$ cat src/rtl/ucq_in_min_queue_pkg.sv
// Literal type and helpers shared by the UCQ_IN queue, its slot cells and the UC arbiter.
package ucq_in_min_queue_pkg;

    localparam int LIT_IDX_MAX = 255;
    localparam int LIT_IDX_W   = $clog2(LIT_IDX_MAX) + 1;

    typedef logic [LIT_IDX_W-1:0] lit_idx_t;

    typedef struct packed {
        logic     pol;
        lit_idx_t idx;
    } lit_t;

    localparam lit_t NULL_LIT = '0;

    function automatic lit_idx_t lit_idx(input lit_t l);
        return l.idx;
    endfunction

    function automatic lit_t lit_neg(input lit_t l);
        lit_t r;
        r     = l;
        r.pol = ~l.pol;
        return r;
    endfunction

endpackage

$ cat src/rtl/ucq_in_min_queue_slot.sv
// One storage cell of the sorted literal queue: holds a literal plus its valid bit and
// loads from the new literal or from either neighbour as directed by the top.
module ucq_slot
    import ucq_in_min_queue_pkg::*;
(
    input  logic clk,
    input  logic rst,
    input  logic clear,
    input  logic insert_here,
    input  logic shift_up,
    input  logic shift_down,
    input  lit_t new_lit,
    input  lit_t lower_lit,
    input  logic lower_valid,
    input  lit_t upper_lit,
    input  logic upper_valid,
    output lit_t lit,
    output logic valid
);

    lit_t lit_q;
    lit_t lit_d;
    logic valid_q;
    logic valid_d;

    // Invalid slots always hold NULL_LIT so the head can feed eng2uca_min straight from flops.
    always_comb begin
        lit_d   = lit_q;
        valid_d = valid_q;
        if (clear) begin
            lit_d   = NULL_LIT;
            valid_d = 1'b0;
        end else if (insert_here) begin
            lit_d   = new_lit;
            valid_d = 1'b1;
        end else if (shift_up) begin
            lit_d   = lower_lit;
            valid_d = lower_valid;
        end else if (shift_down) begin
            lit_d   = upper_lit;
            valid_d = upper_valid;
        end
    end

    always_ff @(posedge clk) begin
        if (rst) begin
            lit_q   <= NULL_LIT;
            valid_q <= 1'b0;
        end else begin
            lit_q   <= lit_d;
            valid_q <= valid_d;
        end
    end

    assign lit   = lit_q;
    assign valid = valid_q;

endmodule

$ cat src/rtl/ucq_in_min_queue.sv
// Per-engine UCQ_IN: sorted insertion queue of implied unit literals presenting the
// lowest-variable-index literal to the UC arbiter; drops duplicates, flags complements.
module ucq_in_min_queue
    import ucq_in_min_queue_pkg::*;
#(
    parameter  int DEPTH        = 8,
    parameter  int AFULL_THRESH = 6,
    localparam int CNT_W        = $clog2(DEPTH + 1)
) (
    input  logic             clk,
    input  logic             rst,
    input  logic             bcp2q_valid,
    input  lit_t             bcp2q_lit,
    output logic             bcp2q_ready,
    input  logic             flush,
    input  logic             uca2eng_pop,
    output lit_t             eng2uca_min,
    output logic             eng2uca_valid,
    output logic             eng2uca_empty,
    output logic             eng2uca_full,
    output logic             eng2uca_afull,
    output logic [CNT_W-1:0] count,
    output logic             conflict,
    output logic             overflow
);

    lit_t             slot_lit [DEPTH];
    logic [DEPTH-1:0] slot_valid;

    lit_t             ext_lit [DEPTH+2];
    logic [DEPTH+1:0] ext_valid;

    logic [DEPTH-1:0] insert_here;
    logic [DEPTH-1:0] shift_up;
    logic [DEPTH-1:0] shift_down;

    logic             pop_acc;
    logic             push_req;
    logic             push_acc;
    logic             dup_hit;
    logic             comp_hit;
    logic             full_w;
    logic [CNT_W-1:0] ins_pos;
    logic [CNT_W-1:0] pop_ins_pos;
    logic             ins_found;

    logic [CNT_W-1:0] count_q;
    logic [CNT_W-1:0] count_d;
    logic             conflict_q;
    logic             conflict_d;
    logic             overflow_q;
    logic             overflow_d;

    // Pad the slot array with an empty cell at each end so every slot sees two neighbours.
    always_comb begin
        ext_lit[0]         = NULL_LIT;
        ext_valid[0]       = 1'b0;
        ext_lit[DEPTH+1]   = NULL_LIT;
        ext_valid[DEPTH+1] = 1'b0;
        for (int k = 0; k < DEPTH; k++) begin
            ext_lit[k+1]   = slot_lit[k];
            ext_valid[k+1] = slot_valid[k];
        end
    end

    assign full_w   = (count_q == CNT_W'(DEPTH));
    assign pop_acc  = uca2eng_pop & slot_valid[0] & ~flush;
    assign push_req = bcp2q_valid & ~flush & (lit_idx(bcp2q_lit) != '0);

    // Matching includes a head being popped this cycle, so a same-cycle re-push is still a duplicate.
    always_comb begin
        dup_hit  = 1'b0;
        comp_hit = 1'b0;
        for (int i = 0; i < DEPTH; i++) begin
            if (slot_valid[i] && (slot_lit[i] == bcp2q_lit)) begin
                dup_hit = 1'b1;
            end
            if (slot_valid[i] && (slot_lit[i] == lit_neg(bcp2q_lit))) begin
                comp_hit = 1'b1;
            end
        end
    end

    always_comb begin
        ins_pos   = count_q;
        ins_found = 1'b0;
        for (int i = 0; i < DEPTH; i++) begin
            if (!ins_found && slot_valid[i] &&
                (lit_idx(slot_lit[i]) > lit_idx(bcp2q_lit))) begin
                ins_pos   = CNT_W'(i);
                ins_found = 1'b1;
            end
        end
    end

    // With a concurrent pop the remaining entries slide down by one, so the slot index drops too.
    assign pop_ins_pos = (ins_pos == '0) ? '0 : ins_pos - CNT_W'(1);
    assign push_acc    = push_req & ~dup_hit & ~comp_hit & (~full_w | pop_acc);

    always_comb begin
        insert_here = '0;
        shift_up    = '0;
        shift_down  = '0;
        for (int i = 0; i < DEPTH; i++) begin
            if (push_acc && pop_acc) begin
                if (CNT_W'(i) < pop_ins_pos) begin
                    shift_down[i] = 1'b1;
                end else if (CNT_W'(i) == pop_ins_pos) begin
                    insert_here[i] = 1'b1;
                end
            end else if (push_acc) begin
                if (CNT_W'(i) == ins_pos) begin
                    insert_here[i] = 1'b1;
                end else if (CNT_W'(i) > ins_pos) begin
                    shift_up[i] = 1'b1;
                end
            end else if (pop_acc) begin
                shift_down[i] = 1'b1;
            end
        end
    end

    for (genvar i = 0; i < DEPTH; i++) begin : g_slot
        ucq_slot u_slot (
            .clk         (clk),
            .rst         (rst),
            .clear       (flush),
            .insert_here (insert_here[i]),
            .shift_up    (shift_up[i]),
            .shift_down  (shift_down[i]),
            .new_lit     (bcp2q_lit),
            .lower_lit   (ext_lit[i]),
            .lower_valid (ext_valid[i]),
            .upper_lit   (ext_lit[i+2]),
            .upper_valid (ext_valid[i+2]),
            .lit         (slot_lit[i]),
            .valid       (slot_valid[i])
        );
    end

    always_comb begin
        count_d    = count_q + CNT_W'(push_acc) - CNT_W'(pop_acc);
        conflict_d = conflict_q | (push_req & comp_hit);
        overflow_d = overflow_q | (push_req & ~dup_hit & ~comp_hit & full_w & ~pop_acc);
        if (flush) begin
            count_d    = '0;
            conflict_d = 1'b0;
            overflow_d = 1'b0;
        end
    end

    always_ff @(posedge clk) begin
        if (rst) begin
            count_q    <= '0;
            conflict_q <= 1'b0;
            overflow_q <= 1'b0;
        end else begin
            count_q    <= count_d;
            conflict_q <= conflict_d;
            overflow_q <= overflow_d;
        end
    end

    assign eng2uca_min   = slot_lit[0];
    assign eng2uca_valid = slot_valid[0];
    assign eng2uca_empty = ~slot_valid[0];
    assign eng2uca_full  = full_w;
    assign eng2uca_afull = (count_q >= CNT_W'(AFULL_THRESH));
    assign bcp2q_ready   = ~full_w | uca2eng_pop;
    assign count         = count_q;
    assign conflict      = conflict_q;
    assign overflow      = overflow_q;

endmodule
$ cat config.mk
export PLATFORM = sky130hd
export DESIGN_NAME = ucq_in_min_queue
export DESIGN_NICKNAME = d
export VERILOG_FILES = /design/src/rtl/ucq_in_min_queue_pkg.sv /design/src/rtl/ucq_in_min_queue_slot.sv /design/src/rtl/ucq_in_min_queue.sv
export SDC_FILE = /design/constraint.sdc
export NUM_CORES = 1
export LEC_CHECK = 0
export BUFFER_PORTS_ARGS = -buffer_cell sky130_fd_sc_hd__buf_2
export CORE_ASPECT_RATIO = 0.7
export CORE_MARGIN = 2
export CORE_UTILIZATION = 35
export CTS_BUF_LIST = sky130_fd_sc_hd__clkbuf_2
export DETAILED_ROUTE_END_ITERATION = 7
export HOLD_SLACK_MARGIN = 0.03
export PLACE_DENSITY_LB_ADDON = 0.15
export REMOVE_ABC_BUFFERS = 1
export SETUP_SLACK_MARGIN = 0.2
export SLEW_MARGIN = 15
export SYNTH_ARGS = -nofsm -noshare
export SYNTH_HDL_FRONTEND = slang
export SYNTH_HIERARCHICAL = 1
export SYNTH_SLANG_ARGS = --single-unit
$ cat constraint.sdc
create_clock -name clk -period 4.8 [get_ports clk]
set_input_delay 0.24 -clock clk [delete_from_list [all_inputs] [get_ports clk]]
set_output_delay 0.24 -clock clk [all_outputs]
set_load 0.01 [all_outputs]
==> metrics.txt <==
switching share of total power 33.7%; share of power burned in the clock network 27.9%; IO Port Bufs 35; vias in the first global route 6162; fill cell count 2253; CTS tree yes; Routed WL per cell 19.6 um; GPL Wtd Cong 0.872; Leak Pwr 3.51 nW; startpoint types input pin; fraction of layout cells with a size suffix above 1 14.6%; cells after synthesis 871; Tmin final 4470 ps; max cap viols 0; Final Max Tran Viols 0; fmax 224 MHz; outcome finished clean; core footprint 21600 um^2; worst hold path type in -> reg; post-route setup TNS 0 ps; clock root buffer clkbuf_2; Netlist cell types 74; share of the synthesized area in the top cell type 24.6%; commonest non-fill, non-tap cell in the layout nand2_1; Inserted Clock Buffers 9; final setup fails 0; Seq/Total Area, Yosys 24.6%; Most used DFF post-synth dfxtp_1; synth-to-layout area growth 12.6%; Final ANT Viol Nets 0; Site Rows 45; hpwl dp 19100 um; final hold violations 0; sw power 0.000533 W; total power 0.00158 W; largest net degree at the start of global routing 33; via count 6944; I/O pin count 36; starting density of the core 35.5%; DRC 0; die height 128 um; final WL 24300 um; DP Worst Slack 328 ps; Internal Power 0.00105 W; Max transition margin 31.5%; die width 181 um; clock-pin slew on the worst setup and hold paths 280 ps; setup ws final 331 ps; Worst-Margin Slew 1030 ps; CP max FO 10; Synth Register Bits 94; Crit Path Category in -> reg; Skew-Pair Late Insertion Delay 680 ps; clk_skew 58.1 ps; FFs w/ async S/R, synth 0%; Worst VDD drop 0.0000952 V; first-pass GRT wire length 37900 um; EDFF count, synth 0; commonest non-fill, non-tap cells in the layout nand2_1, dfxtp_1, o21ai_0; initial antenna violation count 0; CP required 5430 ps; fin crit share 93.1%; Nets 1046; clk sink count 94; Warnings, synthesis 6; Syn Area/Cell 8.79 um^2; First DRT Iteration DRCs 416; Gate power share 21.1%; Cell Pwr Density 183 nW/um^2; Die ar. 23100 um^2; GRT Total Usage 21.1%; synth top area cells dfxtp_1, ha_1, mux2i_1, a22o_1, o21ai_0; Critical Path End Type flop; Cell Area, Synth 7660 um^2; dominant cell type by area after synthesis dfxtp_1; Seq pwr share 51.0%; remaining global-route overflow 0; CP arrival 5100 ps; RSZ-0062 raised after global routing no; Pre-antenna DRT Iters 5; drt via density 5.60; CTS H-tree lvls 3; Clock Tree Buf Depth 2; Antenna diodes 0
-- synth_stat cells (all sizes together) (2+ instances only) --
cell	count
o211ai	5
o21ai	91
a211oi	5
nand3	24
nor2b	12
o211a	4
o31ai	4
o21a	5
a21o	3
nand4	8
and3	3
o21bai	4
xnor2	2
a22o	83
dfxtp	94
nor4	15
inv	41
a22oi	2
ha	77
and2	2
nor3b	20
mux2i	83
buf	26
nand2	105
xor2	10
clkbuf	11
o311a	2
a21oi	28
a31oi	3
a2111oi	10
o41ai	4
nor2	17
nor3	29
nand2b	10
a32oi	4
or2	3
-- routing by layer --
layer  vias up  wire, um  GRT usage (%)
met5         -         0              0
met4         0       231           3.80
met3        15      1190           3.13
met2       196      9220           28.2
met1      3290     13600           34.6
li1       3443         -              -
-- path summary, 6_finish.rpt --
| check | from | end | slack, ps | cells past startpoint |
|---|---|---|---|---|
| worst min register to register | conflict | conflict | 500 | 2 |
| worst max register to register | g_slot[3].u_slot/lit[6] | g_slot[6].u_slot/lit[1] | 440 | 12 |
| worst max-delay path | bcp2q_lit[2] | g_slot[4].u_slot/lit[1] | 330 | 15 |
| worst min-delay path | bcp2q_lit[0] | g_slot[1].u_slot/lit[0] | 120 | 4 |
-- flip-flops by register name, summed over array words and instances (netlist names) --
signal	count
g_slot.u_slot/lit	80
g_slot.u_slot/valid	8
count	4
conflict	1
overflow	1
-- power by group through the flow --
| stage | combinational, W | sequential [W] | clock [W] |
|---|---|---|---|
| 4_1_cts | 0.000325 | 0.000806 | 0.000462 |
| 2_1_floorplan | 0.000194 | 0.000815 | 0 |
| 5_1_grt | 0.000364 | 0.000808 | 0.000490 |
| 6_report | 0.000334 | 0.000805 | 0.000441 |
| 3_3_place_gp | 0.000318 | 0.000819 | 0 |
| 3_5_place_dp | 0.000319 | 0.000819 | 0 |
-- metrics by stage --
step / hold slack (ps) / instance area (um^2) / utilization, % / instances
5_1_grt: 77.7 / 8620 / 40.0 / 1240
2_1_floorplan: 311 / 7500 / - / 856
3_3_place_gp: 476 / 8380 / 38.9 / 1215
4_1_cts: 71.6 / 8570 / 39.8 / 1239
3_5_place_dp: 480 / 8380 / 38.9 / 1215
6_report: 121 / 8620 / 40.0 / 1240
-- timing repair --
action                                  in CTS  in global routing
hold endpoints to repair                    30                  0
setup buffers                                0                  1
gates resized for setup                      0                  4
endpoints found under the setup margin       0                 23
hold buffers                                 8                  0
-- cells by family after synthesis --
group,after synthesis,synth area share (%)
AOI/OAI and AO/OA,269,25.1
and+or+nand+nor,255,19.9
DFF,94,24.6
muxes,84,11.0
adders and majority gates,78,12.8
buffers and inverters,78,5.16
xor gates and xnor gates,12,1.37
other,1,0.0490
-- final cells by class --
cell class / instances / area, um^2 / share of cell area, %
clock inverter: 5 / 58.8 / 0.682
tap: 282 / 353 / 4.09
timing repair buffer: 86 / 603 / 7.00
inverter: 41 / 154 / 1.79
multi-input combinational: 721 / 5510 / 64.0
clock buffer: 11 / 55.1 / 0.639
sequential: 94 / 1880 / 21.8
-- worst max-delay path, cell delays in order --
cell and delay, ps:
dlygate4sd3_1 520, buf_2 230, inv_1 220, ha_1 360
o21ai_0 150, a21oi_1 70, o41ai_1 560, a21oi_1 270
nand4bb_1 390, or3b_4 490, a21o_4 260, a22oi_1 370
nor3_4 60, nor3_2 640, a22o_1 250
(Power assumes the default switching activity.)
